===== config.mk =====
export PLATFORM = sky130hd
export DESIGN_NAME = spi_sync_fsm
export DESIGN_NICKNAME = d
export VERILOG_FILES = /design/src/rtl/spi_sync_fsm.sv
export SDC_FILE = /design/constraint.sdc
export NUM_CORES = 1
export LEC_CHECK = 0
export ABC_CLOCK_PERIOD_IN_PS = 3900
export CORE_UTILIZATION = 40
export CTS_CLUSTER_DIAMETER = 200
export DETAILED_ROUTE_END_ITERATION = 10
export GPL_TIMING_DRIVEN = 0
export HOLD_SLACK_MARGIN = 0.15
export PLACE_DENSITY = 0.65
export SLEW_MARGIN = 20
export SYNTH_ARGS = -nofsm -noshare
export SYNTH_HDL_FRONTEND = slang
export SYNTH_SLANG_ARGS = --single-unit

===== constraint.sdc =====
create_clock -name sysclk -period 3.9 [get_ports sysclk]
set_clock_uncertainty 0.1 [all_clocks]
set_input_delay 0.585 -clock sysclk [delete_from_list [all_inputs] [get_ports sysclk]]
set_output_delay 0.585 -clock sysclk [all_outputs]
set_load 0.05 [all_outputs]

===== src/rtl/spi_sync_fsm.sv =====
// spi_sync_fsm: turns the SPI receiver's load strobe into a fixed-width,
// sysclk-synchronous completion pulse (SPIDone).
//
// Optional feature macro: SPI_SYNC_INPUT_SYNC_EN
//   defined   -> SPILoad passes through a 2-flop synchronizer (reset to 0)
//                before the FSM; input-to-state latency grows by 2 cycles.
//   undefined -> SPILoad is sampled directly and must already be
//                synchronous to sysclk.
//
// CLKDiv is the pulse length minus one, in sysclk cycles (0 .. 2^32-2).
module spi_sync_fsm #(
    parameter logic [31:0] CLKDiv = 32'd1000
) (
    input  logic sysclk,
    input  logic reset,
    input  logic SPILoad,
    output logic SPIDone
);

    typedef enum logic [1:0] {
        WAITING   = 2'b00,
        PULSE_ON  = 2'b01,
        PULSE_OFF = 2'b10
    } state_t;

    state_t      state_q, state_d;
    logic [31:0] count_q, count_d;
    logic        load;

`ifdef SPI_SYNC_INPUT_SYNC_EN
    logic [1:0] sync_q;

    // Two-flop synchronizer on the load strobe; cleared by reset.
    always_ff @(posedge sysclk) begin
        if (reset) sync_q <= 2'b00;
        else       sync_q <= {sync_q[0], SPILoad};
    end

    assign load = sync_q[1];
`else
    assign load = SPILoad;
`endif

    // State and hold-off counter registers; reset wins over every transition.
    always_ff @(posedge sysclk) begin
        if (reset) begin
            state_q <= WAITING;
            count_q <= 32'd0;
        end else begin
            state_q <= state_d;
            count_q <= count_d;
        end
    end

    // Next-state and counter logic. The counter only runs in PULSE_OFF and is
    // held at zero everywhere else, so each pulse starts from a clean count.
    // The unused encoding falls into the default arm and recovers to WAITING.
    always_comb begin
        state_d = WAITING;
        count_d = 32'd0;
        case (state_q)
            WAITING: begin
                state_d = load ? PULSE_ON : WAITING;
            end
            PULSE_ON: begin
                state_d = load ? PULSE_ON : PULSE_OFF;
            end
            PULSE_OFF: begin
                // count never exceeds CLKDiv <= 2^32-2, so +1 cannot wrap.
                if (count_q < CLKDiv) begin
                    state_d = PULSE_OFF;
                    count_d = count_q + 32'd1;
                end else begin
                    state_d = WAITING;
                    count_d = 32'd0;
                end
            end
            default: begin
                state_d = WAITING;
                count_d = 32'd0;
            end
        endcase
    end

    // Moore output: decoded from the registered state only.
    assign SPIDone = (state_q == PULSE_OFF);

endmodule


# Yosys cells after proc, flatten, opt, wreduce, memory -nomap -nowiden
# Index checks and enable logic that the tools add are counted.
# op_classes
n_addsub,1
mul,0
div_mod_pow,0
n_lt_le_gt_ge,1
n_eq_ne,2
shift,0
muxes,4
bitwise,2
reduce_logical,2
# op_table
cell,count
32-bit by 1-bit adder with 32-bit output (second input constant),1
32-bit by 10-bit less-than comparator with 1-bit output (second input constant),1
2-bit case mux with 3 select lines,1
2-bit two-way mux,2
3-bit OR reduction,1
2-bit by 1-bit equality test with 1-bit output (second input constant),1
2-bit equality test (second input constant),1
2-bit zero test,1
1-bit inverter,2
1-bit two-way mux,1
# word_totals
reg_bits,34
latch_bits,0
ram_bits,0
romBits,0
output_inout_bits,1
wordCells,14
memories,0

# Logic depth before layout (Yosys ltp)
# Gate-level depths: netlist of run 1.
# logic_depth
ltp_word,3
depth_mapped,4
ltp_nobuf,4

# Least setup slack after synthesis of run 1
# OpenSTA, ideal clock, no wires.
# synth_path
kind,register to register
start,reg state_q[1]
end,reg count_q[7]
arrival_ns,1.843
path_slack_ns,1.845
path_stages_with_launch,5
path_buffers,1
synth_period_minus_slack_ns,2.055
path_cell_list,dfxtp_1 -> nor2b_1 -> nand4_1 -> clkbuf_1 -> a2111oi_1
# synth_between
elab_chain_len,3
# synth_rtl
element,line,text
start: declaration,26,"state_t state_q, state_d;"
start signal: assignment,50,state_q <= state_d;
2-bit equality test,n/a,
named net SPIDone,17,output logic SPIDone
1-bit inverter (no line),n/a,
3-bit OR reduction (no line),n/a,
end signal: assignment,51,count_q <= count_d;
end: declaration,27,"logic [31:0] count_q, count_d;"
# The timed path passes the listed nets, and every way through them passes these cells.
# A chain may end at the register's enable or synchronous reset.

# Worst setup path in the final report of run 1
# layout_path
start,reg state_q[1]
end,out SPIDone
# layout_between
elab_chain_len,1
# layout_rtl
element,line,text
2-bit equality test,86,assign SPIDone = (state_q == PULSE_OFF);
end: declaration,17,
# Every way passes these cells.

==> out/qor.txt, run 1 <==
===============================================================================================
Critical-path cell list                                                            nor2b_1, clkdlybuf4s50_1
Fraction of the cycle the final worst path needs                                          61.8%
# hold bufs at CTS                                                                            0
Count of unresolved DRC violations after routing                                              0
Area growth, synth to finish                                                              18.7%
Post-CTS Setup Repair Bufs                                                                    0
CTS tree                                                                                   done
Crit-path max FO                                                                              3
Critical Path Max Stage Delay                                                           0.84 ns
Core area                                                                             2320 um^2
Status                                                                             finished, final reports clean
Residual overflow from global routing                                                         0
Number of iterations in the first detailed-routing pass                                       3
Number of synthesis warnings                                                                  0
Reported net switching power                                                         0.000116 W
Number of buffers created by CTS                                                              5
Number of buffers on the longest clock path                                                   2
Die W                                                                                   52.6 um
Final Instance Count excl. Fillers                                                          144
Post-Syn Area                                                                         1020 um^2
Combinational fraction of design power                                                     1.5%
Worst Path Class, Setup                                                              reg -> out
Buffer type at the clock tree root                                                     clkbuf_4
RD Place Congestion                                                                       0.723
Total Routed Length                                                                     1520 um
Level count of the clock H-tree                                                               2
I/O pin total                                                                                 4
GRT Util Overall                                                                          14.5%
Sequential-to-total area share from yosys stat                                            66.6%
Hold path cells                                                                               1
Reg2reg path depth                                                                            4
Critical Path Slowest Stage Cell                                                   clkdlybuf4s50_1
Number of sinks on the clock net                                                             34
Power Dens Cells                                                                    449 nW/um^2
Number of global-route vias before repair                                                   649
Number of setup violations in the final report                                                0
Register bit count reported by yosys                                                         34
Clock network power share                                                                 31.8%
Final Hold Vio Count                                                                          0
Cell internal power dissipation                                                      0.000428 W
Clock input transition at the sequential cells of the worst setup and hold paths        0.09 ns
Antenna-violating nets left                                                                   0
Kind of path behind the tightest hold check                                          reg -> reg
Total Nets Final                                                                            120
Sequential cell fraction of total power                                                   66.7%
Distinct cell type count of the synthesized netlist                                          27
Leak pwr                                                                               0.436 nW
Fillers                                                                                     219
Total die area                                                                        2760 um^2
Average routed wire per standard cell                                                   10.5 um
Setup TNS after final layout                                                               0 ns
Share of layout cells above drive strength 1                                              9.48%
Required time of the worst setup path                                                   3.21 ns
Area share of the leading cell type in the synthesized netlist                            66.6%
Startpoint class of the critical path                                                      flop
Wire length of the first global-routing pass                                            2620 um
DR iter-0 viols                                                                              11
Die height                                                                              52.6 um
Maximum number of pins on one net before global-route repair                                 11
Total number of vias                                                                        685
Port Buffers                                                                                  3
Relative slew margins                                                                     66.8%
Leading cell type in the layout, fill and taps excluded                                 dfxtp_1
Post-cts sizing count                                                                         0
CP endpoint kind                                                                    output port
FP Rows                                                                                      17
Slew Limit Fails                                                                              0
Transition time at the pin with the least slew margin                                  0.497 ns
Upper clock frequency limit                                                             415 MHz
Total of max-cap violations                                                                   0
Crit path time final                                                                    2.41 ns
Peak VDD IR                                                                            0.277 mV
PnR Total Power                                                                      0.000544 W
Most frequent cells in the layout                                                  dfxtp_1, conb_1, nor4_1
Number of placed instances with taps included                                               137
Detail-routed via count per cell                                                           4.76
Clock insertion delay at the later pin of the skew report                               0.33 ns
Arrival time of the worst setup path                                                    1.73 ns
Antenna violations before repair                                                              0
Dominant cell type by area after synthesis                                              dfxtp_1
Starting utilization of the core area                                                     44.1%
Setup repair after global routing missed its margin                                       false
Average footprint of a synthesized cell                                               12.0 um^2
Switching Share                                                                           21.3%
Post-DP HPWL                                                                             983 um
Post-synthesis cell count                                                                    85
Number of antenna repair diodes                                                               0
Top cells by area, synth                                                           dfxtp_1, nor4_1, o31ai_1, a2111oi_1, nand3_1
===============================================================================================
sequential cells by signal, summed over array words and instances (netlist names):
| name | flops |
|---|---|
| count_q | 32 |
| state_q | 2 |
cell families (layout without fill, tap and decap cells):
logic type                 count (synthesis)  count (layout)  synth area share [%]
DFF                                       34              34                  66.6
xor gates and xnor gates                   3               3                  2.57
other                                      1              22                 0.367
and+or+nand+nor                           30              30                  18.5
adders and majority gates                  1               1                  1.22
AOI/OAI and AO/OA                         12              12                  9.30
buffers and inverters                      4              14                  1.47
metrics by stage:
stage,setup slack [ns],hold WS (ns),instance area [um^2],util (%)
final,1.49,0.348,1210,52.3
after global routing,1.37,0.382,1210,52.3
after CTS,1.46,0.351,1210,52.3
after detailed placement,1.61,0.332,1170,50.3
after global placement,1.64,0.329,1170,50.3
after floorplan,1.84,0.301,1100,-
final timing paths:
check,start,end,slack [ns]
worst max-delay path,state_q[1]$_SDFF_PP0_,SPIDone,1.49
worst min-delay path,state_q[1]$_SDFF_PP0_,state_q[0]$_SDFF_PP0_,0.35
worst max register to register,count_q[0]$_SDFF_PP0_,count_q[6]$_SDFF_PP0_,2.20
worst min register to register,state_q[1]$_SDFF_PP0_,state_q[0]$_SDFF_PP0_,0.35
critical path, delay by kind of cell, from the launching register on:
| kind | cells | cell delay, ns |
|---|---|---|
| buf+inv | 1 | 0.84 |
| flops | 1 | 0.35 |
| simple gates | 1 | 0.21 |
cell type report:
type                            count  area [um^2]  area share [%]
Sequential cell                    34          681            56.1
Clock inverter                      2         10.0           0.825
Inverter                            1         3.75           0.309
Multi-Input combinational cell     68          405            33.4
Tap cell                           28         35.0            2.89
Clock buffer                        5         37.5            3.09
Timing Repair Buffer                3         30.0            2.47
Buffer                              3         11.3           0.928
layer usage:
layer / part of all wire (%) / vias up / GRT usage, %
li1: - / 358 / -
met1: 46 / 316 / 14.6
met2: 47 / 7 / 22.6
met3: 3.7 / 4 / 8.70
met4: 2.4 / 0 / 9.21
met5: 0 / - / 0
power by group through the flow:
stage / combinational (W) / sequential, W / clock [W]
final: 0.00000833 / 0.000363 / 0.000173
after global placement: 0.00000786 / 0.000371 / 0
after CTS: 0.00000789 / 0.000364 / 0.000182
after detailed placement: 0.00000779 / 0.000372 / 0
after floorplan: 0.00000465 / 0.000371 / 0
after global routing: 0.0000103 / 0.000365 / 0.000196
cell usage after synthesis:
cell,number
a2111oi_1,2
clkbuf_1,2
or4_1,2
xnor2_1,1
nor2_1,1
or3_1,2
nand3_1,4
a2111oi_2,1
xor2_1,2
o31ai_1,3
nand4_1,3
nor3b_1,1
a2111oi_0,2
o21ai_0,4
nor4_1,9
buf_1,1
or4b_2,1
or3_2,1
nor2b_1,1
conb_1,1
nand3_2,1
nand2_1,2
dfxtp_1,34
nor4b_1,1
ha_1,1
nor3_1,1
inv_1,1
Power figures use the tool's default switching activity.
==> inputs of run 2 (changes only) <==
--- a/config.mk
+++ b/config.mk
@@ -5,13 +5,13 @@
 export SDC_FILE = /design/constraint.sdc
 export NUM_CORES = 1
 export LEC_CHECK = 0
-export ABC_CLOCK_PERIOD_IN_PS = 3900
+export ABC_CLOCK_PERIOD_IN_PS = 2000
 export CORE_UTILIZATION = 40
 export CTS_CLUSTER_DIAMETER = 200
 export DETAILED_ROUTE_END_ITERATION = 10
 export GPL_TIMING_DRIVEN = 0
 export HOLD_SLACK_MARGIN = 0.15
-export PLACE_DENSITY = 0.65
+export PLACE_DENSITY = 0.67
 export SLEW_MARGIN = 20
 export SYNTH_ARGS = -nofsm -noshare
 export SYNTH_HDL_FRONTEND = slang
==> constraint.sdc (replaced) <==
create_clock -name sysclk -period 2 [get_ports sysclk]
set_clock_uncertainty 0.1 [all_clocks]
set_input_delay 0.3 -clock sysclk [delete_from_list [all_inputs] [get_ports sysclk]]
set_output_delay 0.3 -clock sysclk [all_outputs]
set_load 0.05 [all_outputs]
==> out/qor.txt, run 2 (synthesis gave the netlist of run 1 again) <==
===============================================================================================
Upper clock frequency limit                                                             559 MHz
Area after detailed placement                                                         1170 um^2   about the same
CTS tree                                                                                   done   unchanged
Final WS setup                                                                         0.212 ns   was 1.49 ns
Area growth, synth to finish                                                              24.6%   was 18.7%
Total Routed Length                                                                     1590 um   was 1520 um
Sequential cell fraction of total power                                                   52.6%   was 66.7%
FF-to-FF End                                                                       count_q[9]$_SDFF_PP0_   was count_q[6]$_SDFF_PP0_
Startpoint class of the critical path                                                      flop   unchanged
Antenna-violating nets left                                                                   0   unchanged
Level count of the clock H-tree                                                               2   unchanged
Number of global-route vias before repair                                                   644   was 649
Crit path time final                                                                    1.79 ns
Critical Path Slowest Stage Cell                                                   dlygate4sd2_1   was clkdlybuf4s50_1
Origin of the worst setup path                                                     state_q[1]$_SDFF_PP0_   unchanged
Number of antenna repair diodes                                                               0   unchanged
Switching Share                                                                           18.3%   was 21.3%
Detail-routed via count per cell                                                           4.94   was 4.76
Total Nets Final                                                                            120   unchanged
Number of sinks on the clock net                                                             34   unchanged
GRT Util Overall                                                                          14.3%   was 14.5%
Status                                                                             finished, final reports clean   unchanged
Post-DP HPWL                                                                            1030 um   was 983 um
Final Instance Count excl. Fillers                                                          145   was 144
Reported net switching power                                                         0.000247 W   was 0.000116 W
Clock insertion delay at the later pin of the skew report                               0.33 ns   about the same
Critical Path Max Stage Delay                                                           0.54 ns   was 0.84 ns
Core area                                                                             2320 um^2   unchanged
Max reg flops                                                                                32   unchanged
DR iter-0 viols                                                                              15   was 11
Final Hold Vio Count                                                                          0   unchanged
Crit-path max FO                                                                              3   unchanged
Cell internal power dissipation                                                       0.00110 W   was 0.000428 W
Leak pwr                                                                               0.465 nW   was 0.436 nW
Starting utilization of the core area                                                     44.1%   unchanged
Endpoint of the worst hold-timing path                                             state_q[0]$_SDFF_PP0_   unchanged
RD Place Congestion                                                                       0.710   was 0.723
Combinational fraction of design power                                                     1.2%   was 1.5%
Port Buffers                                                                                  3   unchanged
Kind of path behind the tightest hold check                                          reg -> reg   unchanged
Clock input transition at the sequential cells of the worst setup and hold paths        0.11 ns   was 0.09 ns
Setup slack of the worst register-to-register path                                      0.30 ns   was 2.20 ns
I/O pin total                                                                                 4   unchanged
Total die area                                                                        2760 um^2   unchanged
Power Dens Cells                                                                   1060 nW/um^2   was 449 nW/um^2
Number of setup violations in the final report                                                0   unchanged
Most flops, register                                                                    count_q   unchanged
Worst min-delay path startpoint                                                    state_q[1]$_SDFF_PP0_   unchanged
Required time of the worst setup path                                                   1.60 ns   was 3.21 ns
Largest registers                                                                  count_q (32), state_q (2)   unchanged
Antenna violations before repair                                                              0   unchanged
Die height                                                                              52.6 um   unchanged
Wire length of the first global-routing pass                                            2610 um   was 2620 um
Final core utilization                                                                    54.9%   was 52.3%
Number of buffers created by CTS                                                              5   unchanged
Average routed wire per standard cell                                                   11.0 um   was 10.5 um
Arrival time of the worst setup path                                                    1.39 ns   was 1.73 ns
CP endpoint kind                                                                    output port   unchanged
# hold bufs at CTS                                                                            0   unchanged
Number of iterations in the first detailed-routing pass                                       4   was 3
Number of placed instances with taps included                                               137   unchanged
Critical-path cell list                                                            nor2b_2, dlygate4sd2_1   was nor2b_1, clkdlybuf4s50_1
Maximum number of pins on one net before global-route repair                                 13   was 11
Setup repair after global routing missed its margin                                       false   unchanged
Most frequent cells in the layout                                                  dfxtp_1, conb_1, nor4_1   unchanged
Residual overflow from global routing                                                         0   unchanged
Worst Path Class, Setup                                                              reg -> out   unchanged
DP Worst Slack                                                                       -0.0283 ns   was 1.61 ns
FP Rows                                                                                      17   unchanged
Reg2reg path depth                                                                            3   was 4
Final Cell Area                                                                       1270 um^2   was 1210 um^2
Slew Limit Fails                                                                              0   unchanged
Number of buffers on the longest clock path                                                   2   unchanged
Total number of vias                                                                        716   was 685
Fraction of the cycle the final worst path needs                                          89.4%
Buffer type at the clock tree root                                                     clkbuf_4   unchanged
Share of layout cells above drive strength 1                                              11.1%   was 9.48%
Total of max-cap violations                                                                   0   unchanged
Hold path cells                                                                               1   unchanged
Clock network power share                                                                 46.2%   was 31.8%
PnR Total Power                                                                       0.00135 W   was 0.000544 W
Die W                                                                                   52.6 um   unchanged
Count of unresolved DRC violations after routing                                              0   unchanged
Launching point of the worst reg2reg path                                          count_q[5]$_SDFF_PP0_   was count_q[0]$_SDFF_PP0_
Peak VDD IR                                                                            0.761 mV   was 0.277 mV
Leading cell type in the layout, fill and taps excluded                                 dfxtp_1   unchanged
===============================================================================================
## run 2: power by group through the flow
stage | Sequential, W | Combinational [W] | Clock [W]
floorplan | 0.000723 | 0.00000923 | 0
global placement | 0.000724 | 0.0000154 | 0
detailed placement | 0.000725 | 0.0000152 | 0
CTS | 0.000710 | 0.0000151 | 0.000638
global route | 0.000712 | 0.0000191 | 0.000666
finish | 0.000709 | 0.0000161 | 0.000622
## run 2: area by class of cell
class / count / area (um^2)
Clock buffer: 5 / 37.5
Sequential cell: 34 / 681
Fill cell: 212 / 1040
Tap cell: 28 / 35.0
Clock inverter: 3 / 68.8
Timing Repair Buffer: 3 / 28.8
Inverter: 1 / 3.75
Multi-Input combinational cell: 68 / 408
Buffer: 3 / 11.3
## run 2: per-layer routing
metal | global-route usage [%] | routed length [um] | up-vias
met3 | 9.28 | 84 | 4
met5 | 0 | 0 | -
li1 | - | - | 363
met2 | 23.0 | 758 | 14
met4 | 7.89 | 31 | 0
met1 | 13.8 | 712 | 335
## run 2: worst max path at each step
stage                                        to  cells past startpoint
after floorplan           count_q[7]$_SDFF_PP0_                      4
after detailed placement  count_q[8]$_SDFF_PP0_                      5
after global routing                    SPIDone                      2
final                                   SPIDone                      2
after CTS                               SPIDone                      2
after global placement    count_q[6]$_SDFF_PP0_                      5
## run 2: repair_timing
item,CTS,global route
setup endpoints to repair,1,0
endpoints found under the hold margin,0,0
resized for setup,1,0
setup buffers,0,0
## run 2: stage by stage
stage	TNS (ns)	hold slack [ns]
final	0	0.340
after CTS	0	0.342
after floorplan	0	0.276
after global routing	0	0.367
after global placement	0	0.322
after detailed placement	-0.0283	0.324
## run 2: worst max-delay path: cells and delay by family, from the launching register on
kind | cells | cell delay, ns
flip-flops | 1 | 0.35
buffers and inverters | 1 | 0.54
AND/OR/NAND/NOR | 1 | 0.16
